## src/rtl/alu_ctrl_seq.sv

```systemverilog
// Registered EX-stage ALU control decoder with MULT/DIV sequencing and hazard stall.
// Optional build macro: ALUCTRL_ILLEGAL_TRAP_EN (illegal ops trap to all-ones with sticky illegalOUT).
module alu_ctrl_seq #(
    parameter int OP_W      = 4,
    parameter int FUNCT_W   = 6,
    parameter int CTRL_W    = 5,
    parameter int MD_CYCLES = 32
) (
    input  logic               clk,
    input  logic               reset,
    input  logic               validIN,
    input  logic               stallIN,
    input  logic [OP_W-1:0]    controlIN,
    input  logic [FUNCT_W-1:0] functIN,
    output logic [CTRL_W-1:0]  aLUControl,
    output logic               validOUT,
    output logic               mdStart,
    output logic               mdBusy,
    output logic               mdDone,
    output logic               stallOUT,
    output logic               illegalOUT
);

    localparam int CNT_W = $clog2(MD_CYCLES);

    localparam logic [CTRL_W-1:0] SEL_AND  = CTRL_W'(5'b00000);
    localparam logic [CTRL_W-1:0] SEL_OR   = CTRL_W'(5'b00001);
    localparam logic [CTRL_W-1:0] SEL_ADD  = CTRL_W'(5'b00010);
    localparam logic [CTRL_W-1:0] SEL_XOR  = CTRL_W'(5'b00011);
    localparam logic [CTRL_W-1:0] SEL_SUB  = CTRL_W'(5'b00110);
    localparam logic [CTRL_W-1:0] SEL_SLT  = CTRL_W'(5'b00111);
    localparam logic [CTRL_W-1:0] SEL_SLL  = CTRL_W'(5'b01000);
    localparam logic [CTRL_W-1:0] SEL_SRL  = CTRL_W'(5'b01001);
    localparam logic [CTRL_W-1:0] SEL_LUI  = CTRL_W'(5'b01010);
    localparam logic [CTRL_W-1:0] SEL_SLTU = CTRL_W'(5'b01011);
    localparam logic [CTRL_W-1:0] SEL_NOR  = CTRL_W'(5'b01100);
    localparam logic [CTRL_W-1:0] SEL_MFHI = CTRL_W'(5'b01101);
    localparam logic [CTRL_W-1:0] SEL_MFLO = CTRL_W'(5'b01110);
    localparam logic [CTRL_W-1:0] SEL_MULT = CTRL_W'(5'b10000);
    localparam logic [CTRL_W-1:0] SEL_DIV  = CTRL_W'(5'b10001);

    typedef enum logic [1:0] {
        IDLE = 2'b00,
        RUN  = 2'b01,
        DONE = 2'b10
    } mdState_e;

    mdState_e           state_r;
    logic [CNT_W-1:0]   count_r;
    logic [CTRL_W:0]    decoded_s;
    logic [CTRL_W-1:0]  selNext_s;
    logic               illegalDec_s;
    logic               isMd_s;
    logic               isHl_s;
    logic               accept_s;

    // Result is {illegal, select}; illegal entries carry the add select.
    function automatic logic [CTRL_W:0] decodeFunct(input logic [FUNCT_W-1:0] fn);
        logic [CTRL_W:0] res;
        case (fn)
            FUNCT_W'(6'b100000): res = {1'b0, SEL_ADD};
            FUNCT_W'(6'b100010): res = {1'b0, SEL_SUB};
            FUNCT_W'(6'b100100): res = {1'b0, SEL_AND};
            FUNCT_W'(6'b100101): res = {1'b0, SEL_OR};
            FUNCT_W'(6'b100110): res = {1'b0, SEL_XOR};
            FUNCT_W'(6'b100111): res = {1'b0, SEL_NOR};
            FUNCT_W'(6'b101010): res = {1'b0, SEL_SLT};
            FUNCT_W'(6'b000000): res = {1'b0, SEL_SLL};
            FUNCT_W'(6'b000010): res = {1'b0, SEL_SRL};
            FUNCT_W'(6'b010000): res = {1'b0, SEL_MFHI};
            FUNCT_W'(6'b010010): res = {1'b0, SEL_MFLO};
            FUNCT_W'(6'b011000): res = {1'b0, SEL_MULT};
            FUNCT_W'(6'b011010): res = {1'b0, SEL_DIV};
            default:             res = {1'b1, SEL_ADD};
        endcase
        return res;
    endfunction

    function automatic logic [CTRL_W:0] decodeOp(input logic [OP_W-1:0] op,
                                                 input logic [FUNCT_W-1:0] fn);
        logic [CTRL_W:0] res;
        case (op)
            OP_W'(4'b0000): res = {1'b0, SEL_ADD};
            OP_W'(4'b0001): res = {1'b0, SEL_SUB};
            OP_W'(4'b0010): res = decodeFunct(fn);
            OP_W'(4'b0011): res = {1'b0, SEL_AND};
            OP_W'(4'b0100): res = {1'b0, SEL_OR};
            OP_W'(4'b0101): res = {1'b0, SEL_SLT};
            OP_W'(4'b0110): res = {1'b0, SEL_XOR};
            OP_W'(4'b0111): res = {1'b0, SEL_LUI};
            OP_W'(4'b1000): res = {1'b0, SEL_SLTU};
            OP_W'(4'b1001): res = {1'b0, SEL_SUB};
            OP_W'(4'b1010): res = {1'b0, SEL_SUB};
            OP_W'(4'b1011): res = {1'b0, SEL_NOR};
            default:        res = {1'b1, SEL_ADD};
        endcase
        return res;
    endfunction

    // Decode, hazard detection and accept qualification.
    always_comb begin
        decoded_s    = decodeOp(controlIN, functIN);
        illegalDec_s = decoded_s[CTRL_W];
        selNext_s    = decoded_s[CTRL_W-1:0];
`ifdef ALUCTRL_ILLEGAL_TRAP_EN
        if (illegalDec_s) begin
            selNext_s = {CTRL_W{1'b1}};
        end else begin
            selNext_s = decoded_s[CTRL_W-1:0];
        end
`endif
        isMd_s   = (selNext_s == SEL_MULT) || (selNext_s == SEL_DIV);
        isHl_s   = (selNext_s == SEL_MFHI) || (selNext_s == SEL_MFLO);
        stallOUT = validIN & (isMd_s | isHl_s) & (state_r != IDLE);
        accept_s = validIN & ~stallIN & ~stallOUT;
    end

    // Output register: load on accept, freeze under downstream stall.
    always_ff @(posedge clk) begin
        if (reset) begin
            aLUControl <= {CTRL_W{1'b0}};
            validOUT   <= 1'b0;
        end else if (stallIN) begin
            aLUControl <= aLUControl;
            validOUT   <= validOUT;
        end else if (accept_s) begin
            aLUControl <= selNext_s;
            validOUT   <= 1'b1;
        end else begin
            aLUControl <= aLUControl;
            validOUT   <= 1'b0;
        end
    end

    // Sticky illegal-op flag, cleared only by reset.
    always_ff @(posedge clk) begin
        if (reset) begin
            illegalOUT <= 1'b0;
        end else begin
`ifdef ALUCTRL_ILLEGAL_TRAP_EN
            illegalOUT <= illegalOUT | (accept_s & illegalDec_s);
`else
            illegalOUT <= 1'b0;
`endif
        end
    end

    // MULT/DIV sequencer; the countdown runs regardless of stallIN.
    always_ff @(posedge clk) begin
        if (reset) begin
            state_r <= IDLE;
            count_r <= {CNT_W{1'b0}};
            mdStart <= 1'b0;
            mdBusy  <= 1'b0;
            mdDone  <= 1'b0;
        end else begin
            case (state_r)
                IDLE: begin
                    mdDone <= 1'b0;
                    if (accept_s && isMd_s) begin
                        state_r <= RUN;
                        count_r <= CNT_W'(MD_CYCLES - 1);
                        mdStart <= 1'b1;
                        mdBusy  <= 1'b1;
                    end else begin
                        state_r <= IDLE;
                        mdStart <= 1'b0;
                        mdBusy  <= 1'b0;
                    end
                end
                RUN: begin
                    mdStart <= 1'b0;
                    if (count_r == {CNT_W{1'b0}}) begin
                        state_r <= DONE;
                        mdBusy  <= 1'b0;
                        mdDone  <= 1'b1;
                    end else begin
                        state_r <= RUN;
                        count_r <= count_r - CNT_W'(1);
                        mdBusy  <= 1'b1;
                        mdDone  <= 1'b0;
                    end
                end
                DONE: begin
                    state_r <= IDLE;
                    mdStart <= 1'b0;
                    mdBusy  <= 1'b0;
                    mdDone  <= 1'b0;
                end
                default: begin
                    state_r <= IDLE;
                    count_r <= {CNT_W{1'b0}};
                    mdStart <= 1'b0;
                    mdBusy  <= 1'b0;
                    mdDone  <= 1'b0;
                end
            endcase
        end
    end

endmodule

```

## config.mk

```make
export PLATFORM = sky130hd
export DESIGN_NAME = alu_ctrl_seq
export DESIGN_NICKNAME = d
export VERILOG_FILES = /design/src/rtl/alu_ctrl_seq.sv
export SDC_FILE = /design/constraint.sdc
export NUM_CORES = 1
export LEC_CHECK = 0
export ABC_CLOCK_PERIOD_IN_PS = 1900
export CAP_MARGIN = 40
export CORE_MARGIN = 2
export CORE_UTILIZATION = 47
export CTS_BUF_LIST = sky130_fd_sc_hd__clkbuf_8
export DETAILED_ROUTE_END_ITERATION = 12
export GPL_ROUTABILITY_DRIVEN = 0
export PLACE_DENSITY = 0.78
export SKIP_CTS_REPAIR_TIMING = 1
export SYNTH_ARGS = -nofsm -noshare
export SYNTH_HDL_FRONTEND = slang
export SYNTH_SLANG_ARGS = --single-unit
```

## constraint.sdc

```tcl
create_clock -name clk -period 1.9 [get_ports clk]
set_input_delay 0.19 -clock clk [delete_from_list [all_inputs] [get_ports clk]]
set_output_delay 0.19 -clock clk [all_outputs]
set_load 0.01 [all_outputs]
```

==> results of run 1 <==
[how the worst max path moves through the flow]
stage / cells past startpoint / slack (ps) / start / endpoint
finish: 11 / -250 / functIN[0] / stallOUT
detailed placement: 10 / -1210 / functIN[0] / stallOUT
global placement: 10 / -1160 / functIN[0] / stallOUT
global route: 11 / -310 / functIN[0] / stallOUT
CTS: 10 / -1220 / functIN[0] / stallOUT
floorplan: 9 / -90 / functIN[0] / aLUControl[0]
[where the power goes]
part	switching [mW]	leakage, nW	total (mW)	internal [mW]
registers	0.00383	0.122	0.325	0.321
logic	0.114	0.606	0.242	0.128
clock network	0.133	0.0255	0.279	0.146
total	0.251	0.753	0.846	0.595
[per-layer routing]
metal	track usage	vias up	part of all wire
met5	0	-	0
met4	0.120	0	0.011
met3	0.0395	6	0.043
met2	0.407	29	0.50
met1	0.296	608	0.44
li1	-	607	-
[per-stage QoR]
step	instance area, um^2	total power [mW]	worst slack, ps	TNS, ps	instances
global route	1800	0.880	-310	-2450	215
finish	1800	0.846	-252	-1630	215
floorplan	1210	0.428	-90.1	-398	135
global placement	1630	0.531	-1160	-10690	207
CTS	1670	0.814	-1220	-7800	211
detailed placement	1630	0.537	-1210	-11360	207
[cells by family after synthesis]
kind of cell	count (synthesis)	synth area share
compound gates	43	0.292
fa+ha+maj	5	0.0544
buf+inv	15	0.0707
flops	15	0.261
mux	3	0.0261
other cells	1	0.00326
simple gates	53	0.293
[worst register-to-register path: stages, from the launching register on]
cell and delay, ps:
dfxtp_1 340, inv_1 80, ha_1 200, nor3b_1 290, nand3b_1 230, o22a_4 320
mux2i_1 190, nor2_1 50
[final cells by class]
class	count	area (um^2)
Inverter	9	46.3
Tap cell	28	35.0
Clock buffer	3	41.3
Clock inverter	1	5.00
Sequential cell	15	300
Timing Repair Buffer	54	465
Multi-Input combinational cell	105	907
Fill cell	153	454
[state kept, by name (all words and copies together), names as in the netlist]
signal and count:
count_r 5, state_r 2, mdDone 1, validOUT 1, mdStart 1, aLUControl 5
[cell usage in the layout, fill, tap and decap left out, types with 2 or more instances in the layout]
cell              n
buf_4            29
dfxtp_1          15
clkdlybuf4s50_1  12
inv_1             8
nor2_1            8
nand2_1           8
a21oi_1           6
nand2b_1          5
nor3_1            5
nand2b_4          4
nor4_1            4
a21oi_2           4
clkbuf_2          4
buf_6             4
o21ai_0           3
mux2i_1           3
clkbuf_8          3
dlymetal6s2s_1    3
o21a_1            2
o22ai_2           2
nor3b_1           2
or2_2             2
or3_4             2
nand3b_1          2
a31oi_1           2
or2b_2            2
a221oi_2          2
a31o_4            2
and3b_1           2
a21o_1            2
a211oi_2          2
ha_4              2
ha_1              2
==> run summary, run 1 <==
Worst Hold Depth = 2
Worst skew pair latency = 260 ps
Final setup fails = 11
Yosys warnings = 0
Worst ir drop on vdd = 0.585 mV
Initial antenna violation count = 0
Clock tree buffer depth = 2
Core area = 2250 um^2
Worst relative slew slack = 0.651
Most numerous cell in the Yosys netlist = dfxtp_1
Routed len/inst = 16.4 um
Iter 0 DRT Violations = 20
Global Route Usage Sum = 0.243
Critical path's slowest cell = or4bb_1
Power density cells = 470 nW/um^2
Max Slew Vio Count = 0
Minimum clock period = 2150 ps
CP Buf/Inv Count = 4
Vias per inst = 5.81
Post-Syn Area = 1150 um^2
Nets = 207
P_leak = 0.753 nW
Worst Tran Pin Value = 510 ps
Post-synthesis sequential area ratio = 0.261
HPWL after DPL = 2.32 mm
CTS H-tree lvls = 1
Syn_nets = 154
First-pass GRT wire length = 5.02 mm
Hold path start = aLUControl[0]
Diode count = 0
Maximum clock frequency = 0.465 GHz
DRT Wirelength = 3.52 mm
Worst Hold End = aLUControl[0]
Worst path max stage delay = 470 ps
CP Cell Sequence = buf_12 -> inv_12 -> ha_4 -> or4bb_1 -> o211ai_1 -> a31o_2 -> buf_6 -> o21ai_4 -> a211o_1 -> a21oi_2 -> buf_2
Starting density of the core = 0.510
Synth cell count leaders = dfxtp_1 (15), inv_1 (9), a21oi_1 (8), nand2_1 (8), nor2_1 (8)
Cell row count = 17
#FFs+latches synth = 15
Total CTS buffers = 3
Critical R2R Launch = count_r[0]
Port bufs = 23
CTS sink count = 15
Post-route setup slack = -252 ps
Synth async-reset ratio = 0
Failing checks = negative setup slack
Clk_skew = 2.92 ps
Final global-route overflow total = 0
Die ar. = 2860 um^2
CP required = 1710 ps
Reg clk slew, reported paths = 70 ps
Delay-heaviest family, CP = compound AO/OA/AOI/OAI gates
Cells after Synth = 135
Hold Vio Cnt, Final = 0
Vias in the first global route = 1167
Finished Core Util = 0.799
Drt first pass iters = 4
Num ports = 25
DR vias = 1250
Post-route DRC = 0
Die H = 53.5 um
Max FO, Critical Path = 3
Avg Cell Area, Syn = 8.52 um^2
Detail Route Antenna Nets = 0
Hold Slack = 472 ps
Unrepaired setup endpoints after global routing = true
Worst r2r dst = count_r[0]
Max cap viols = 0
CP endpoint kind = output pin
Status = finished with violations
Synth unique cells = 50
Critical Path AT = 1960 ps
Layout area overhead = 56.6%
Share of the synthesized area in the top cell type = 0.261
Critical path startpoint category = primary input
Main area contributors after synthesis = dfxtp_1 (26%), ha_1 (5.4%), nand2b_1 (3.8%)
Ys flop type = dfxtp_1
CTS Root Cell = clkbuf_8
CP Class = primary input to output pin
Largest net degree at the start of global routing = 14
Die W = 53.5 um
Area leader, netlist = dfxtp_1
CTS tree = built
Fin crit share = 1.13
R2R setup slack = 80 ps
Post-synth EDFFs = 0
Share of cells above drive strength 1 = 0.412
Hold/Removal Path Class = register to register
Number of cells on the worst reg-to-reg path = 7
Power figures use the tool's default switching activity.
==> run 2, diff against run 1 <==
- MAX_ROUTING_LAYER: unset -> met4
- SLEW_MARGIN: unset -> 20
==> run summary, run 2 (same netlist as run 1, synthesis figures left out) <==
Status = finished with violations
Failing checks = negative setup slack
Critical path's slowest cell = or4bb_1
Unrepaired setup endpoints after global routing = true
DR vias = 1250
Power density cells = 470 nW/um^2
Worst Tran Pin Value = 510 ps
Flop pwr share = 0.384
Cell row count = 17
Vias per inst = 5.81
Post-route setup slack = -252 ps
Finished Core Util = 0.799
R2R setup slack = 80 ps
Post-route DRC = 0
Drt first pass iters = 4
Routed len/inst = 16.3 um
Global Route Usage Sum = 0.249
Commonest non-fill, non-tap cells in the layout = buf_4 (29), dfxtp_1 (15), clkdlybuf4s50_1 (12)
Layout area overhead = 56.6%
DP Worst Slack = -1210 ps
Total CTS buffers = 3
Die W = 53.5 um
Diode count = 0
Starting density of the core = 0.510
Top flop regs = aLUControl (5), count_r (5), state_r (2)
Max FO, Critical Path = 3
Port bufs = 23
Minimum clock period = 2150 ps
Num ports = 25
DRT Wirelength = 3.52 mm
Setup TNS = -1620 ps
Commonest non-fill, non-tap cell in the layout = buf_4
Die H = 53.5 um
Clock group share of total power = 0.330
Maximum clock frequency = 0.465 GHz
Die ar. = 2860 um^2
Hold/Removal Path Class = register to register
Psw = 0.251 mW
Post-DP Area = 1630 um^2
Fin crit share = 1.13
Clk_skew = 3.32 ps
Max Slew Vio Count = 0
Reg clk slew, reported paths = 70 ps
CTS tree = built
Critical Path AT = 1960 ps
CTS H-tree lvls = 1
Sw Share = 0.297
Largest net degree at the start of global routing = 14
Detail Route Antenna Nets = 0
Iter 0 DRT Violations = 18
Nets = 207
Worst relative slew slack = 0.651
Worst Hold Depth = 2
Final global-route overflow total = 0
Final Power = 0.846 mW
CTS sink count = 15
Worst skew pair latency = 260 ps
Post-Layout Inst Area = 1800 um^2
Final setup fails = 11
CP Class = primary input to output pin
Clock tree buffer depth = 2
Core area = 2250 um^2
Hold Vio Cnt, Final = 0
CP Cell Sequence = buf_12 -> inv_12 -> ha_4 -> or4bb_1 -> o211ai_1 -> a31o_2 -> buf_6 -> o21ai_4 -> a211o_1 -> a21oi_2 -> buf_2
Number of cells on the worst reg-to-reg path = 7
CTS Root Cell = clkbuf_8
Vias in the first global route = 1170
First-pass GRT wire length = 5.01 mm
HPWL after DPL = 2.32 mm
CP required = 1710 ps
Share of cells above drive strength 1 = 0.412
CP endpoint kind = output pin
Worst path max stage delay = 470 ps
Int Pwr = 0.595 mW
Critical path startpoint category = primary input
P_leak = 0.753 nW
Logic pwr share = 0.286
Initial antenna violation count = 0
Max cap viols = 0
Worst ir drop on vdd = 0.586 mV
-- run 2: cell counts in the layout (fill, tap and decap cells not counted) --
No cell type changed its count.
-- run 2: worst paths after layout --
path                                     from            end
worst min register to register  aLUControl[0]  aLUControl[0]
worst max register to register     count_r[0]     count_r[0]
worst min-delay path            aLUControl[0]  aLUControl[0]
worst max-delay path               functIN[0]       stallOUT
-- run 2: per-layer routing --
metal | up-vias | wire length, um | global-route usage
li1 | 607 | - | -
met1 | 608 | 1550 | 0.296
met2 | 29 | 1770 | 0.407
met3 | 6 | 149 | 0.0395
met4 | 0 | 40 | 0.120
met5 | - | 0 | -
-- run 2: cell type report --
type | instances | area (um^2)
Multi-Input combinational cell | 105 | 907
Sequential cell | 15 | 300
Timing Repair Buffer | 54 | 465
Clock inverter | 1 | 5.00
Fill cell | 153 | 454
Tap cell | 28 | 35.0
Inverter | 9 | 46.3
Clock buffer | 3 | 41.3
-- run 2: per-stage QoR --
step	hold slack, ps	std cells
floorplan	338	135
global placement	449	207
detailed placement	458	207
CTS	471	211
global route	501	215
finish	472	215
-- run 2: power groups by stage --
stage | combinational (mW) | clock (mW) | sequential (mW)
detailed placement | 0.206 | 0 | 0.331
floorplan | 0.0938 | 0 | 0.334
global route | 0.258 | 0.298 | 0.325
CTS | 0.208 | 0.282 | 0.324
finish | 0.242 | 0.279 | 0.325
global placement | 0.200 | 0 | 0.331
-- run 2: worst max-delay path, delay by kind of cell --
| kind | cells | cell delay (ps) |
|---|---|---|
| AND/OR/NAND/NOR | 1 | 470 |
| AO/OA/AOI/OAI | 5 | 770 |
| adder cells (fa/ha/maj) | 1 | 140 |
| buffers and inverters | 4 | 380 |
==> run 3, diff against run 2 <==
- CORE_UTILIZATION: 47 -> 30
- PLACE_DENSITY: 0.78 -> unset
==> run summary, run 3 (same netlist as run 1, synthesis figures left out) <==
Status = finished with violations
Failing checks = negative setup slack
CTS tree = built
Post-route DRC = 0
Largest net degree at the start of global routing = 14
CP endpoint kind = output pin
Iter 0 DRT Violations = 69
Die ar. = 4340 um^2
Layout area overhead = 63.2%
Psw = 0.235 mW
Detail Route Antenna Nets = 0
Logic pwr share = 0.294
Number of cells on the worst reg-to-reg path = 5
Setup TNS = -1110 ps
Clock group share of total power = 0.316
Final setup fails = 11
CTS Root Cell = clkbuf_8
CTS H-tree lvls = 1
Flop pwr share = 0.390
Die H = 65.9 um
Drt first pass iters = 4
DR vias = 1241
Num ports = 25
Final Power = 0.833 mW
Power density cells = 444 nW/um^2
Worst ir drop on vdd = 0.382 mV
Die W = 65.9 um
Diode count = 0
Post-route setup slack = -210 ps
DP Worst Slack = -1230 ps
CTS sink count = 15
Minimum clock period = 2110 ps
Final global-route overflow total = 0
Total CTS buffers = 3
Max cap viols = 0
DRT Wirelength = 3.42 mm
First-pass GRT wire length = 5.49 mm
HPWL after DPL = 2.47 mm
Initial antenna violation count = 0
P_leak = 0.772 nW
Critical Path AT = 1920 ps
Max Slew Vio Count = 0
Worst Hold Depth = 2
Vias in the first global route = 1267
Hold Slack = 475 ps
Starting density of the core = 0.314
Unrepaired setup endpoints after global routing = true
Global Route Usage Sum = 0.163
Clock tree buffer depth = 2
Max FO, Critical Path = 4
Port bufs = 23
Reg clk slew, reported paths = 60 ps
Int Pwr = 0.598 mW
Worst skew pair latency = 250 ps
Fin crit share = 1.11
Commonest non-fill, non-tap cells in the layout = buf_4 (33), dfxtp_1 (15), clkdlybuf4s50_1 (12)
Fillcell total = 352
Placed insts = 232
Multi-input logic area = 922 um^2
Nets = 211
Cell row count = 22
Hold/Removal Path Class = register to register
Top flop regs = aLUControl (5), count_r (5), state_r (2)
Worst relative slew slack = 0.618
Sw Share = 0.282
Core area = 3660 um^2
CP Class = primary input to output pin
Commonest non-fill, non-tap cell in the layout = buf_4
Share of cells above drive strength 1 = 0.440
Sequential cell area = 300 um^2
Routed len/inst = 14.3 um
Hold Vio Cnt, Final = 0
Critical path startpoint category = primary input
Final std cells w/o fill = 239
Clk_skew = 1.75 ps
Maximum clock frequency = 0.474 GHz
Worst Tran Pin Value = 570 ps
CP required = 1710 ps
Vias per inst = 5.19
-- run 3: final timing paths --
kind / slack (ps) / to / startpoint
setup / recovery: -210 / stallOUT / functIN[0]
hold / removal: 470 / aLUControl[0] / aLUControl[0]
setup reg to reg: 150 / aLUControl[3] / state_r[0]
hold reg to reg: 470 / aLUControl[0] / aLUControl[0]
-- run 3: power by group through the flow --
| stage | clock, mW | sequential, mW | combinational (mW) |
|---|---|---|---|
| 6_report | 0.263 | 0.325 | 0.245 |
| 5_1_grt | 0.290 | 0.325 | 0.266 |
| 4_1_cts | 0.266 | 0.324 | 0.214 |
| 3_5_place_dp | 0 | 0.331 | 0.213 |
| 3_3_place_gp | 0 | 0.331 | 0.207 |
| 2_1_floorplan | 0 | 0.334 | 0.0938 |
-- run 3: final cells by class --
cell class	instances	area share
Sequential cell	15	0.160
Tap cell	48	0.0320
Timing Repair Buffer	58	0.267
Clock inverter	1	0.00267
Inverter	9	0.0247
Clock buffer	3	0.0220
Multi-Input combinational cell	105	0.491
-- run 3: per-layer routing --
metal / part of all wire / track usage / vias up / wire, um
li1: - / - / 610 / -
met1: 0.46 / 0.219 / 594 / 1560
met2: 0.49 / 0.250 / 33 / 1660
met3: 0.047 / 0.0256 / 4 / 162
met4: 0.0091 / 0.0547 / 0 / 31
met5: 0 / - / - / 0
-- run 3: stage by stage --
stage	instance area [um^2]	utilization
6_report	1880	0.513
2_1_floorplan	1210	-
4_1_cts	1740	0.474
5_1_grt	1880	0.513
3_3_place_gp	1690	0.462
3_5_place_dp	1690	0.462
-- run 3: worst max-delay path, cell delays in order --
cell	delay [ps]
buf_12	110
inv_12	60
ha_4	120
or4bb_1	100
o211ai_1	80
a31o_2	290
or3_4	400
a211o_1	310
a21oi_2	120
buf_2	150
